[config.mk]
export PLATFORM = sky130hd
export DESIGN_NAME = sw_debounce8
export DESIGN_NICKNAME = d
export VERILOG_FILES = /design/src/rtl/sw_debounce_pkg.sv /design/src/rtl/sw_debounce8_debounce_bit.sv /design/src/rtl/sw_debounce8.sv
export SDC_FILE = /design/constraint.sdc
export NUM_CORES = 1
export LEC_CHECK = 0
export BUFFER_PORTS_ARGS = -buffer_cell sky130_fd_sc_hd__buf_2
export CORE_ASPECT_RATIO = 0.9
export CORE_MARGIN = 1.5
export CORE_UTILIZATION = 45
export DETAILED_ROUTE_END_ITERATION = 8
export GPL_TIMING_DRIVEN = 0
export HOLD_SLACK_MARGIN = 0.03
export PLACE_DENSITY = 0.73
export SYNTH_ARGS = -nofsm -noshare
export SYNTH_HDL_FRONTEND = slang
export SYNTH_SLANG_ARGS = --single-unit
[constraint.sdc]
create_clock -name clk -period 6.6 [get_ports clk]
set_input_delay 0.33 -clock clk [delete_from_list [all_inputs] [get_ports clk]]
set_output_delay 0.33 -clock clk [all_outputs]
set_load 0.01 [all_outputs]
[src/rtl/sw_debounce_pkg.sv]
// Shared constants for the sw_debounce8 switch/button conditioning block.
// The SW_DEBOUNCE_BYPASS_EN macro is consumed by debounce_bit, not here.
package sw_debounce_pkg;

  localparam int TICK_DIV_DEF     = 50000;
  localparam int STABLE_TICKS_DEF = 4;
  localparam int SW_WIDTH         = 8;

  // Counter must hold 0..STABLE_TICKS; never narrower than one bit.
  function automatic int cnt_width(input int stable_ticks);
    return (stable_ticks < 1) ? 1 : $clog2(stable_ticks + 1);
  endfunction

endpackage

[src/rtl/sw_debounce8_debounce_bit.sv]
// One debounce channel: debounced level plus a 1-cycle update strobe.
// With SW_DEBOUNCE_BYPASS_EN defined the channel just registers its input.
module debounce_bit
  import sw_debounce_pkg::*;
#(
  parameter int STABLE_TICKS = STABLE_TICKS_DEF
) (
  input  logic clk,
  input  logic rst_n,
  input  logic tick,
  input  logic din,
  output logic dout,
  output logic upd
);

  logic db_q, db_d;
  logic upd_q, upd_d;

`ifdef SW_DEBOUNCE_BYPASS_EN
  logic unused_tick;
  assign unused_tick = tick;

  always_comb begin
    db_d  = din;
    upd_d = (db_d != db_q);
  end

  always_ff @(posedge clk) begin
    if (!rst_n) begin
      db_q  <= 1'b0;
      upd_q <= 1'b0;
    end else begin
      db_q  <= db_d;
      upd_q <= upd_d;
    end
  end
`else
  localparam int CW = cnt_width(STABLE_TICKS);

  logic [CW-1:0] cnt_q, cnt_d;

  // Any cycle of agreement restarts the count, tick or not.
  always_comb begin
    db_d  = db_q;
    cnt_d = cnt_q;
    if (din == db_q) begin
      cnt_d = '0;
    end else if (tick && (cnt_q == CW'(STABLE_TICKS - 1))) begin
      db_d  = din;
      cnt_d = '0;
    end else if (tick) begin
      cnt_d = cnt_q + 1'b1;
    end
    upd_d = (db_d != db_q);
  end

  always_ff @(posedge clk) begin
    if (!rst_n) begin
      db_q  <= 1'b0;
      cnt_q <= '0;
      upd_q <= 1'b0;
    end else begin
      db_q  <= db_d;
      cnt_q <= cnt_d;
      upd_q <= upd_d;
    end
  end
`endif

  assign dout = db_q;
  assign upd  = upd_q;

endmodule

[src/rtl/sw_debounce8.sv]
// Synchronises and debounces 8 slide switches plus an enable push-button.
// Define SW_DEBOUNCE_BYPASS_EN to drop the prescaler and debounce counters.
module sw_debounce8
  import sw_debounce_pkg::*;
#(
  parameter int TICK_DIV     = TICK_DIV_DEF,
  parameter int STABLE_TICKS = STABLE_TICKS_DEF
) (
  input  logic                clk,
  input  logic                rst_n,
  input  logic [SW_WIDTH-1:0] sw_raw,
  input  logic                btn_raw,
  output logic [SW_WIDTH-1:0] sw_db,
  output logic                en_out,
  output logic                changed
);

  localparam int NCH = SW_WIDTH + 1;

  logic [NCH-1:0] sync1_q, sync1_d;
  logic [NCH-1:0] sync2_q, sync2_d;
  logic [NCH-1:0] db;
  logic [NCH-1:0] upd;
  logic           tick;
  logic           btn_dly_q, btn_dly_d;
  logic           en_q, en_d;
  logic           changed_q, changed_d;

  // Button rides in the top channel so all nine share one chain.
  always_comb begin
    sync1_d = {btn_raw, sw_raw};
    sync2_d = sync1_q;
  end

  always_ff @(posedge clk) begin
    if (!rst_n) begin
      sync1_q <= '0;
      sync2_q <= '0;
    end else begin
      sync1_q <= sync1_d;
      sync2_q <= sync2_d;
    end
  end

`ifdef SW_DEBOUNCE_BYPASS_EN
  assign tick = 1'b0;
`else
  localparam int PW = (TICK_DIV < 2) ? 1 : $clog2(TICK_DIV);

  logic [PW-1:0] pre_q, pre_d;

  always_comb begin
    tick  = (pre_q == PW'(TICK_DIV - 1));
    pre_d = tick ? '0 : pre_q + 1'b1;
  end

  always_ff @(posedge clk) begin
    if (!rst_n) pre_q <= '0;
    else        pre_q <= pre_d;
  end
`endif

  for (genvar i = 0; i < NCH; i++) begin : g_ch
    debounce_bit #(.STABLE_TICKS(STABLE_TICKS)) u_db (
      .clk  (clk),
      .rst_n(rst_n),
      .tick (tick),
      .din  (sync2_q[i]),
      .dout (db[i]),
      .upd  (upd[i])
    );
  end

  logic unused_btn_upd;
  assign unused_btn_upd = upd[SW_WIDTH];

  // Only the press edge toggles; the release and a long hold do nothing.
  always_comb begin
    btn_dly_d = db[SW_WIDTH];
    en_d      = en_q ^ (db[SW_WIDTH] & ~btn_dly_q);
    changed_d = |upd[SW_WIDTH-1:0];
  end

  always_ff @(posedge clk) begin
    if (!rst_n) begin
      btn_dly_q <= 1'b0;
      en_q      <= 1'b0;
      changed_q <= 1'b0;
    end else begin
      btn_dly_q <= btn_dly_d;
      en_q      <= en_d;
      changed_q <= changed_d;
    end
  end

  assign sw_db   = db[SW_WIDTH-1:0];
  assign en_out  = en_q;
  assign changed = changed_q;

endmodule

* After elaboration in Yosys (flattened, before gate mapping)
Index checks and enable logic that the tools add are counted.
W data, S select, Z words.
** Operators by class
- Bitwise logic cells :: 5
- Muxes and demuxes :: 16
- Equality and inequality tests :: 27
- $add $sub $neg :: 10
- Reduce and logical (&&, ||, !) cells :: 21
** Operators by type and width (number)
- $add A3 B1 Y3 const B :: 9
- $eq A3 B2 Y1 const B :: 9
- $reduce_or A3 Y1 :: 9
- $add A16 B1 Y16 const B :: 1
- $eq A16 B16 Y1 const B :: 1
- $mux W1 :: 16
- $eq A1 B1 Y1 :: 9
- $logic_and A1 B1 Y1 :: 9
- $ne A1 B1 Y1 :: 8
- $reduce_or A8 Y1 :: 1
- $not A1 Y1 :: 3
- $reduce_and A2 Y1 :: 1
- $reduce_or A2 Y1 :: 1
- $and A1 B1 Y1 :: 1
- $xor A1 B1 Y1 :: 1
** Word-level totals
- Register bits after elaboration :: 81
- Output and inout port bits :: 10
- Word-level logic and storage cells :: 111
- Input port bits :: 11

* Depth between registers and ports, before layout
Gate-level depths: netlist (run 1).
- Depth in word-level cells :: 5
- Mapped depth :: 8
- Gate-level depth less buffers :: 5

* By module
A second synthesis (run 1) with hierarchy kept.
** Unflattened totals
- Cells, all modules :: 335
- Area total of the unflattened synthesis :: 3542.1 µm²
** By module, submodules not included
- debounce_bit :: area an instance 241.5 µm², times used 9, seq. area each 100.1 µm², cells each 23
- sw_debounce8 :: area an instance 1368.8 µm², times used 1, seq. area each 740.7 µm², cells each 128

* Least setup slack after synthesis (run 1)
OpenSTA, ideal clock, no wires.
- Path type :: register to register
- Start point :: register pre_q[5]
- End point :: register g_ch[1].u_db.cnt_q[0]
- Arrival time :: 2.089 ns
- Setup slack :: 4.393 ns
- Library setup time :: 0.118 ns
- Cell stages (with the launch flop) :: 9
- Required time :: 6.482 ns
- Buffers on the path :: 4
- Clock period less this slack :: 2.207 ns
- Cell sequence :: dfxtp_1 > or4b_1 > buf_6 > or4_4 > buf_6 > buf_2 > buf_2 > nand2_1 > a21oi_1
** Between the ends
- Word-level cells in the longest chain between the ends :: 3
** Ends and longest elaborated chain
- from (decl) :: line sw_debounce8.sv:50 : logic [PW-1:0] pre_q, pre_d;
- from (signal assigned) :: line sw_debounce8.sv:59 : else pre_q <= pre_d;
- $eq A16 B16 Y1 (*) :: line sw_debounce8.sv:53 : tick = (pre_q == PW'(TICK_DIV - 1));
- $logic_and A1 B1 Y1 :: line sw_debounce8_debounce_bit.sv:48 : end else if (tick && (cnt_q == CW'(STABLE_TICKS - 1))) begin
- $reduce_or A3 Y1 (no line)
- to (signal assigned) :: line sw_debounce8_debounce_bit.sv:64 : cnt_q <= cnt_d;
- to (decl) :: line sw_debounce8_debounce_bit.sv:40 : logic [CW-1:0] cnt_q, cnt_d;
Every way passes the cells marked *; elsewhere a longest branch is shown, timed or not.
A chain may end at the register's enable or synchronous reset.

* Final worst setup path (run 1)
- Start point :: register pre_q[5]
- End point :: register g_ch[1].u_db.cnt_q[1]
Same word-level chain as after synthesis.

==> results of run 1 <==
registers in the layout, indices dropped and copies added (netlist names):
signal and count:
en_out 1, g_ch.u_db.dout 9, sync1_q 9, pre_q 16, g_ch.u_db.upd 8, g_ch.u_db.cnt_q 27, btn_dly_q 1, changed 1
sync2_q 9
cells in the mapped netlist, drive strengths merged (5+ instances only):
| library cell | count | share of area |
|---|---|---|
| inv | 11 | 0.012 |
| xnor2 | 11 | 0.028 |
| xor2 | 12 | 0.031 |
| dfxtp | 81 | 0.47 |
| nand4 | 12 | 0.022 |
| nor4 | 13 | 0.028 |
| or3 | 18 | 0.033 |
| clkbuf | 10 | 0.011 |
| a21oi | 36 | 0.053 |
| nand3b | 9 | 0.020 |
| a41o | 9 | 0.026 |
| ha | 19 | 0.070 |
| buf | 16 | 0.034 |
| and2 | 21 | 0.038 |
| nand2 | 50 | 0.055 |
| nor2 | 17 | 0.019 |
| nor3 | 5 | 0.0073 |
| nand3 | 7 | 0.010 |
kinds of logic after synthesis:
family	Yosys count
simple gates	161
xor+xnor	23
compound gates	48
fa+ha+maj	19
flops	81
buf+inv	37
path summary, 6_finish.rpt:
| path | endpoint | slack (ps) |
|---|---|---|
| worst min register to register | sync2_q[6]$_SDFF_PN0_ | 440 |
| worst min-delay path | sync1_q[2]$_SDFF_PN0_ | 180 |
| worst max register to register | g_ch[1].u_db.cnt_q[1]$_SDFFE_PP0N_ | 4010 |
| worst max-delay path | g_ch[1].u_db.cnt_q[1]$_SDFFE_PP0N_ | 4010 |
layer usage:
metal	wire length, um	vias up	GRT usage
met1	3300	1246	0.235
li1	-	1338	-
met5	0	-	0
met2	3150	49	0.297
met3	297	9	0.0621
met4	82	0	0.0529
layout make-up:
| class | count | share of cell area |
|---|---|---|
| inverters | 11 | 0.0108 |
| repair buffers | 20 | 0.0262 |
| multi-input cells | 251 | 0.419 |
| plain buffers | 26 | 0.0406 |
| well taps | 93 | 0.0305 |
| clock inverters | 4 | 0.0141 |
| flip-flops and latches | 81 | 0.425 |
| clock buffers | 11 | 0.0344 |
metrics by stage:
step	util	total power [mW]	setup slack (ps)
final	0.532	0.871	4010
after global routing	0.532	0.904	3910
after CTS	0.532	0.879	4060
after detailed placement	0.506	0.532	4100
after global placement	0.506	0.531	4100
after floorplan	-	0.523	4390
power by group:
part | switching (mW) | internal, mW | leakage (nW) | total [mW]
Clock | 0.176 | 0.174 | 0.0860 | 0.351
Combinational | 0.0133 | 0.00827 | 0.755 | 0.0216
Sequential | 0.00404 | 0.495 | 0.657 | 0.499
worst max-delay path, stage by stage (launching register included):
cell and delay [ps]:
dfxtp_1 370, or4b_1 560, buf_6 160, nor4_4 610
clkbuf_1 500, nand3b_1 140, a21oi_1 160
==> flow_summary.ini, run 1 <==
[die]
die_width_um = 94.9
die-area_sq_um = 8130
pin_count = 21
initial_core_util = 0.476
die_y_um = 85.7
std_cell_rows = 29
core-area_sq_um = 7180

[clocking]
cts_buffers = 9
cts_setup_buffers = 0
htreeDepth = 3
cts_resized = 0
root_buffer = clkbuf_8
cts_sinks = 81
clk_latency_ps = 360
hold_buffers = 0
clk_pin_slew_ps = 90
clockBufferDepth = 2
tritoncts = yes

[critical_path]
ff2ff_path_depth = 6
r2r_start = pre_q[5]$_SDFF_PP0_
cp_max_fo = 10
crit_type = reg -> reg
cp-end-kind = register
required_ps = 6880
critPathLaunchType = register
cp.arrival_ps = 2880
startpoint = pre_q[5]$_SDFF_PP0_

[yosys]
ys_warn_count = 0
yosysSeqAreaShare = 0.474
syn_inst = 369
synth_cell_types = 31
synth-xor-area-share = 0.0589
synthSimpleGateAreaFrac = 0.254
synthesis.area_sq_um = 3420
syn_nets = 399
async_flop_share = 0
yosys.area_share.adder = 0.0695
synth_top_family_by_area = simple AND/OR/NAND/NOR gates
ys_ff_latch = 81
synthMuxAreaShare = 0
synth_edf_count = 0
synthFlopType = dfxtp_1
syn_area_per_cell_sq_um = 9.26
synth_compound_area_frac = 0.0857

[route]
vias = 2642
wl_um = 6830
ant_nets = 0
drc = 0
drtIter0Drc = 120
dr.pass1.iters = 4
wl_per_cell_um = 13.7
vias_per_cell = 5.32

[grt]
grt_pass1_wl_um = 11500
grt_pass1_vias = 2468
gr-total-overflow = 0
grt_max_degree = 14
grt_usage = 0.185
antenna_found_initial = 0

[sta]
setup_viol = 0
skew_ps = 16.4
setup_tns_ps = 0
finalCritPeriodShare = 0.393
final_hold_viol_count = 0
min_period_ps = 2590
slew_violations = 0
timing.fmax_ghz = 0.386
tightest_slew_ps = 661
hold_ws_ps = 176
slew_headroom = 0.556
rsz0062_at_grt = no

[layout]
final_cell_mix = dfxtp_1, nand2_1, a21oi_1
area_growth_pct = 11.7
nFillCells = 692
multi_input_area_sq_um = 1600
num_antenna_cells = 0
fin_nets = 430
fin_cells = 497
mostFrequentLayoutCell = dfxtp_1
stdcell_area_sq_um = 3820
regArea_sq_um = 1620
drive_above_1_share = 0.126

[worst_hold_path]
hold_class = in -> reg
min-delay-start = sw_raw[2]
whs_path_depth = 2

[place]
dp.cells = 482
post_dp_cell_area_sq_um = 3630
port_buffers = 20
hpwlAfterDp_um = 4760
place.gp.congestion = 0.805

[power_and_ir_drop]
p_per_area_nw_per_um2 = 228
peakVddDrop_v = 0.000152
leakage_nw = 1.50

[job]
maxCapViolCount = 0

[status]
status = finished, final reports clean
(Power assumes the default switching activity.)
==> inputs of run 2 (changes only) <==
PLACE_DENSITY = 0.75   (was 0.73)
clock period = 2.3 ns   (was 6.6 ns; I/O delays follow)
==> run 2 against run 1 <==
Against the previous run:
- combinational power rose to 3.5 times the previous value
- clock skew down 2.1 ps
- clock power rose to 3.1 times the previous value
- final cell count up 2.8%
- critical path depth down 1
- sequential power rose to 2.9 times the previous value
- global-route usage up 1.1 points
- setup slack worse by 3900 ps
- design area up 6.0%
- sequential share of layout area down 2.2 points
- total power rose to 3.0 times the previous value
- via count up 1.8%
==> flow_summary.ini, run 2 (synthesis gave the netlist of run 1 again) <==
[critical_path]
cpPeakStageDelay_ps = 590
cp.arrival_ps = 2540
cp_max_fo = 5
cp_cell_sequence = or4b_4 > or4_4 > buf_8 > or3_4 > a21oi_2
crit_type = reg -> reg
crit_slowest_cell = or4_4
worst-path-buf-inv = 1
crit_family = simple AND/OR/NAND/NOR gates
critPathLaunchType = register
cp-end-kind = register
required_ps = 2600

[place]
port_buffers = 20
post-place-ws_ps = -162
hpwlAfterDp_um = 4840
place.gp.congestion = 0.748

[layout]
num_antenna_cells = 0
largest_reg_flops = 27
area_growth_pct = 18.4
regMostFlops = g_ch.u_db.cnt_q
fin_nets = 443
final_cell_mix = dfxtp_1, nand2_1, a21oi_1
drive_above_1_share = 0.170
mostFrequentLayoutCell = dfxtp_1
post-route-util = 0.563
top_regs = g_ch.u_db.cnt_q (27), pre_q (16)

[clocking]
clk_pin_slew_ps = 90
htreeDepth = 3
root_buffer = clkbuf_8
tritoncts = yes
cts_buffers = 9
clockBufferDepth = 2
clk_latency_ps = 370
cts_sinks = 81

[sta]
setup_tns_ps = 0
hold_ws_ps = 107
setup_viol = 0
tightest_slew_ps = 489
min_period_ps = 2240
final_hold_viol_count = 0
skew_ps = 14.2
timing.fmax_ghz = 0.446
rsz0062_at_grt = no
setup_ws_ps = 58.0
finalCritPeriodShare = 0.975
slew_headroom = 0.674
slew_violations = 0

[grt]
gr-total-overflow = 0
grt_pass1_vias = 2599
antenna_found_initial = 0
grt_pass1_wl_um = 12200
grt_max_degree = 16
grt_usage = 0.196

[die]
pin_count = 21
initial_core_util = 0.476
std_cell_rows = 29
core-area_sq_um = 7180
die_width_um = 94.9
die-area_sq_um = 8130
die_y_um = 85.7

[job]
maxCapViolCount = 0

[route]
wl_um = 7100
dr.pass1.iters = 5
vias_per_cell = 5.26
ant_nets = 0
wl_per_cell_um = 13.9
drc = 0
drtIter0Drc = 94
vias = 2689

[worst_hold_path]
hold_class = in -> reg

[power_and_ir_drop]
leakage_nw = 1.62
p_per_area_nw_per_um2 = 643
peakVddDrop_v = 0.000415

[status]
status = finished, final reports clean
==> run 2: cell types whose count changed in the layout (fill, tap and decap cells not counted), sizes merged <==
cell / before / now
buf: 36 / 39
inv: 12 / 15
clkinvlp: 2 / 0
clkinv: 0 / 1
dlygate4sd3: 0 / 9
==> run 2: where the power goes <==
part           total, mW  internal [mW]  leakage, nW  switching (mW)
sequential          1.43           1.42        0.659          0.0123
clock               1.10          0.548        0.110           0.548
combinational     0.0751         0.0344        0.851          0.0408
total               2.60           2.00         1.62           0.601
==> run 2: final timing paths <==
kind / to / slack, ps / startpoint / cells after the start
setup / recovery: g_ch[8].u_db.cnt_q[2]$_SDFFE_PP0N_ / 60 / pre_q[7]$_SDFF_PP0_ / 5
hold / removal: pre_q[5]$_SDFF_PP0_ / 110 / rst_n / 3
setup reg to reg: g_ch[8].u_db.cnt_q[2]$_SDFFE_PP0N_ / 60 / pre_q[7]$_SDFF_PP0_ / 5
hold reg to reg: sync2_q[6]$_SDFF_PN0_ / 440 / sync1_q[6]$_SDFF_PN0_ / 1
==> run 2: through the flow <==
stage               instances  cell area, sq um  power (mW)
finish                    511              4050        2.60
global route              511              4050        2.69
floorplan                 369              3420        1.50
detailed placement        482              3630        1.53
global placement          482              3630        1.52
CTS                       508              3980        2.61
==> run 2: worst register-to-register path, delay by kind of cell, from the launching register on <==
kind / cells / cell delay (ps)
AOI/OAI and AO/OA: 1 / 150
buffers and inverters: 1 / 160
DFF: 1 / 360
and+or+nand+nor: 3 / 1500
==> run 2: per-layer routing <==
metal  vias up  part of all wire  track usage
li1       1364                 -            -
met1      1260              0.46        0.249
met2        57              0.49        0.329
met3         8             0.044       0.0541
met4         0             0.012       0.0448
met5         -                 0            0
==> run 2: cell type report <==
type / instances / area, sq um
Buffer: 25 / 175
Clock buffer: 10 / 138
Clock inverter: 6 / 72.6
Fill cell: 637 / 3140
Inverter: 11 / 41.3
Multi-Input combinational cell: 251 / 1630
Sequential cell: 81 / 1630
Tap cell: 93 / 116
Timing Repair Buffer: 34 / 245
==> run 2: what timing repair did <==
action                                  in CTS  in global routing
gates resized for setup                     13                 10
pin swaps                                    1                  2
endpoints found under the setup margin      42                 39
cloned                                       0                  1
setup buffers                                1                  3
hold buffers                                 9                  0
endpoints found under the hold margin        9                  0
==> inputs of run 3 (changes only) <==
CTS_BUF_LIST = sky130_fd_sc_hd__clkbuf_2   (was default)
clock period = 1.87 ns   (was 2.3 ns; I/O delays follow)
==> run 3 against run 2 <==
Against the previous run:
- critical path depth is the same
- the flow now finishes with violations (negative setup slack)
- largest power group unchanged
- total power grew 13%
- critical path type unchanged
- global-route usage grew 0.30 points
- routed wire length grew 19%
- final cell count grew 3.5%
- non-clock buffer count grew 18
- worst hold slack gained 190 ps
- clock power shrank 5%
==> flow_summary.ini, run 3 (synthesis gave the netlist of run 1 again) <==
[sta]
finalCritPeriodShare = 1.19
slew_headroom = 0.620
skew_ps = 19.9
setup_ws_ps = -362
final_hold_viol_count = 0
timing.fmax_ghz = 0.448
setup_viol = 50
rsz0062_at_grt = yes
setup_tns_ps = -12110
slew_violations = 0
tightest_slew_ps = 569
min_period_ps = 2230

[critical_path]
rr_endpoint = g_ch[4].u_db.cnt_q[0]$_SDFFE_PP0N_
critPathLaunchType = register
ff2ff_path_depth = 5
critical_path.endpoint = g_ch[4].u_db.cnt_q[0]$_SDFFE_PP0N_
cp.arrival_ps = 2690
cp-end-kind = register
r2r_slack_ps = -360
r2r_start = pre_q[7]$_SDFF_PP0_
cp_max_fo = 5
startpoint = pre_q[7]$_SDFF_PP0_
required_ps = 2330
crit_type = reg -> reg
cp_cell_sequence = or4b_4 > or4_4 > clkbuf_16 > or3_1 > a21oi_2
crit_slowest_cell = or4_4
cpPeakStageDelay_ps = 570

[status]
status = finished, violations left
violations = negative setup slack

[die]
std_cell_rows = 29
die_y_um = 85.7
pin_count = 21
core-area_sq_um = 7180
die-area_sq_um = 8130
initial_core_util = 0.476
die_width_um = 94.9

[layout]
regMostFlops = g_ch.u_db.cnt_q
area_growth_pct = 30.5
final_cell_mix = dfxtp_1, nand2_1, and2_1
mostFrequentLayoutCell = dfxtp_1
num_antenna_cells = 0
regArea_sq_um = 1630
nFillCells = 552
drive_above_1_share = 0.294
multi_input_area_sq_um = 1810
largest_reg_flops = 27
top_regs = g_ch.u_db.cnt_q (27), pre_q (16)
post-route-util = 0.621
fin_nets = 461
stdcell_area_sq_um = 4460

[place]
post_dp_cell_area_sq_um = 3690
port_buffers = 20
place.gp.congestion = 0.797
hpwlAfterDp_um = 4990
post-place-ws_ps = -649

[grt]
antenna_found_initial = 0
grt_pass1_wl_um = 12400
grt_usage = 0.199
grt_pass1_vias = 2714
gr-total-overflow = 0
grt_max_degree = 15

[power_and_ir_drop]
p_seq_frac = 0.603
peakVddDrop_v = 0.000542
switching_share = 0.233
combPwrFrac = 0.041
power_mw = 2.94
clkPwrFrac = 0.357
p_int_mw = 2.25
leakage_nw = 1.75
power.switching_uw = 685
p_per_area_nw_per_um2 = 658

[clocking]
root_buffer = clkbuf_2
clk_pin_slew_ps = 220
cts_buffers = 9
tritoncts = yes
cts_sinks = 81
clk_latency_ps = 520
htreeDepth = 3
clockBufferDepth = 2

[worst_hold_path]
hold_class = in -> reg

[route]
wl_um = 8440
wl_per_cell_um = 16.0
ant_nets = 0
drc = 0
vias_per_cell = 5.53
drtIter0Drc = 193
dr.pass1.iters = 5
vias = 2928

[job]
maxCapViolCount = 0
-- run 3: worst max-delay path: cells and delay by family, from the launching register on --
kind | cells | cell delay, ps
simple gates | 3 | 1470
flops | 1 | 390
buf+inv | 1 | 190
compound gates | 1 | 130
-- run 3: power groups by stage --
stage	Sequential, mW	Clock, mW	Combinational [mW]
after CTS	1.77	1.07	0.0989
after floorplan	1.80	0	0.0503
after global routing	1.77	1.14	0.128
final	1.77	1.05	0.119
after detailed placement	1.80	0	0.0802
after global placement	1.80	0	0.0787
-- run 3: routing by layer --
layer,vias up,GRT usage,share of wire
li1,1413,-,-
met1,1401,0.243,0.42
met2,97,0.344,0.51
met3,17,0.0328,0.053
met4,0,0.0841,0.017
met5,-,0,0
-- run 3: how the worst min path moves through the flow --
stage | end | start | cells after the start
floorplan | sync1_q[0]$_SDFF_PN0_ | sw_raw[0] | 1
global placement | sync1_q[1]$_SDFF_PN0_ | sw_raw[1] | 2
detailed placement | sync1_q[1]$_SDFF_PN0_ | sw_raw[1] | 2
CTS | sync1_q[2]$_SDFF_PN0_ | sw_raw[2] | 3
global route | sync1_q[2]$_SDFF_PN0_ | sw_raw[2] | 3
finish | sync1_q[2]$_SDFF_PN0_ | sw_raw[2] | 3
-- run 3: timing repair --
item	CTS	global route
cloned	1	4
setup buffers	10	7
hold buffers	10	0
endpoints found under the hold margin	24	0
pin swaps	8	14
endpoints found under the setup margin	51	51
gates resized for setup	11	67
-- run 3: per-stage QoR --
step	hold slack [ps]	cells
floorplan	221	369
global placement	298	482
detailed placement	302	482
CTS	280	519
global route	287	529
finish	294	529
-- run 3: area by class of cell --
class,count,area share
plain buffers,25,0.0525
clock buffers,9,0.0101
clock inverters,7,0.0213
inverters,11,0.00926
multi-input cells,251,0.406
flip-flops and latches,81,0.366
well taps,93,0.0261
repair buffers,52,0.109
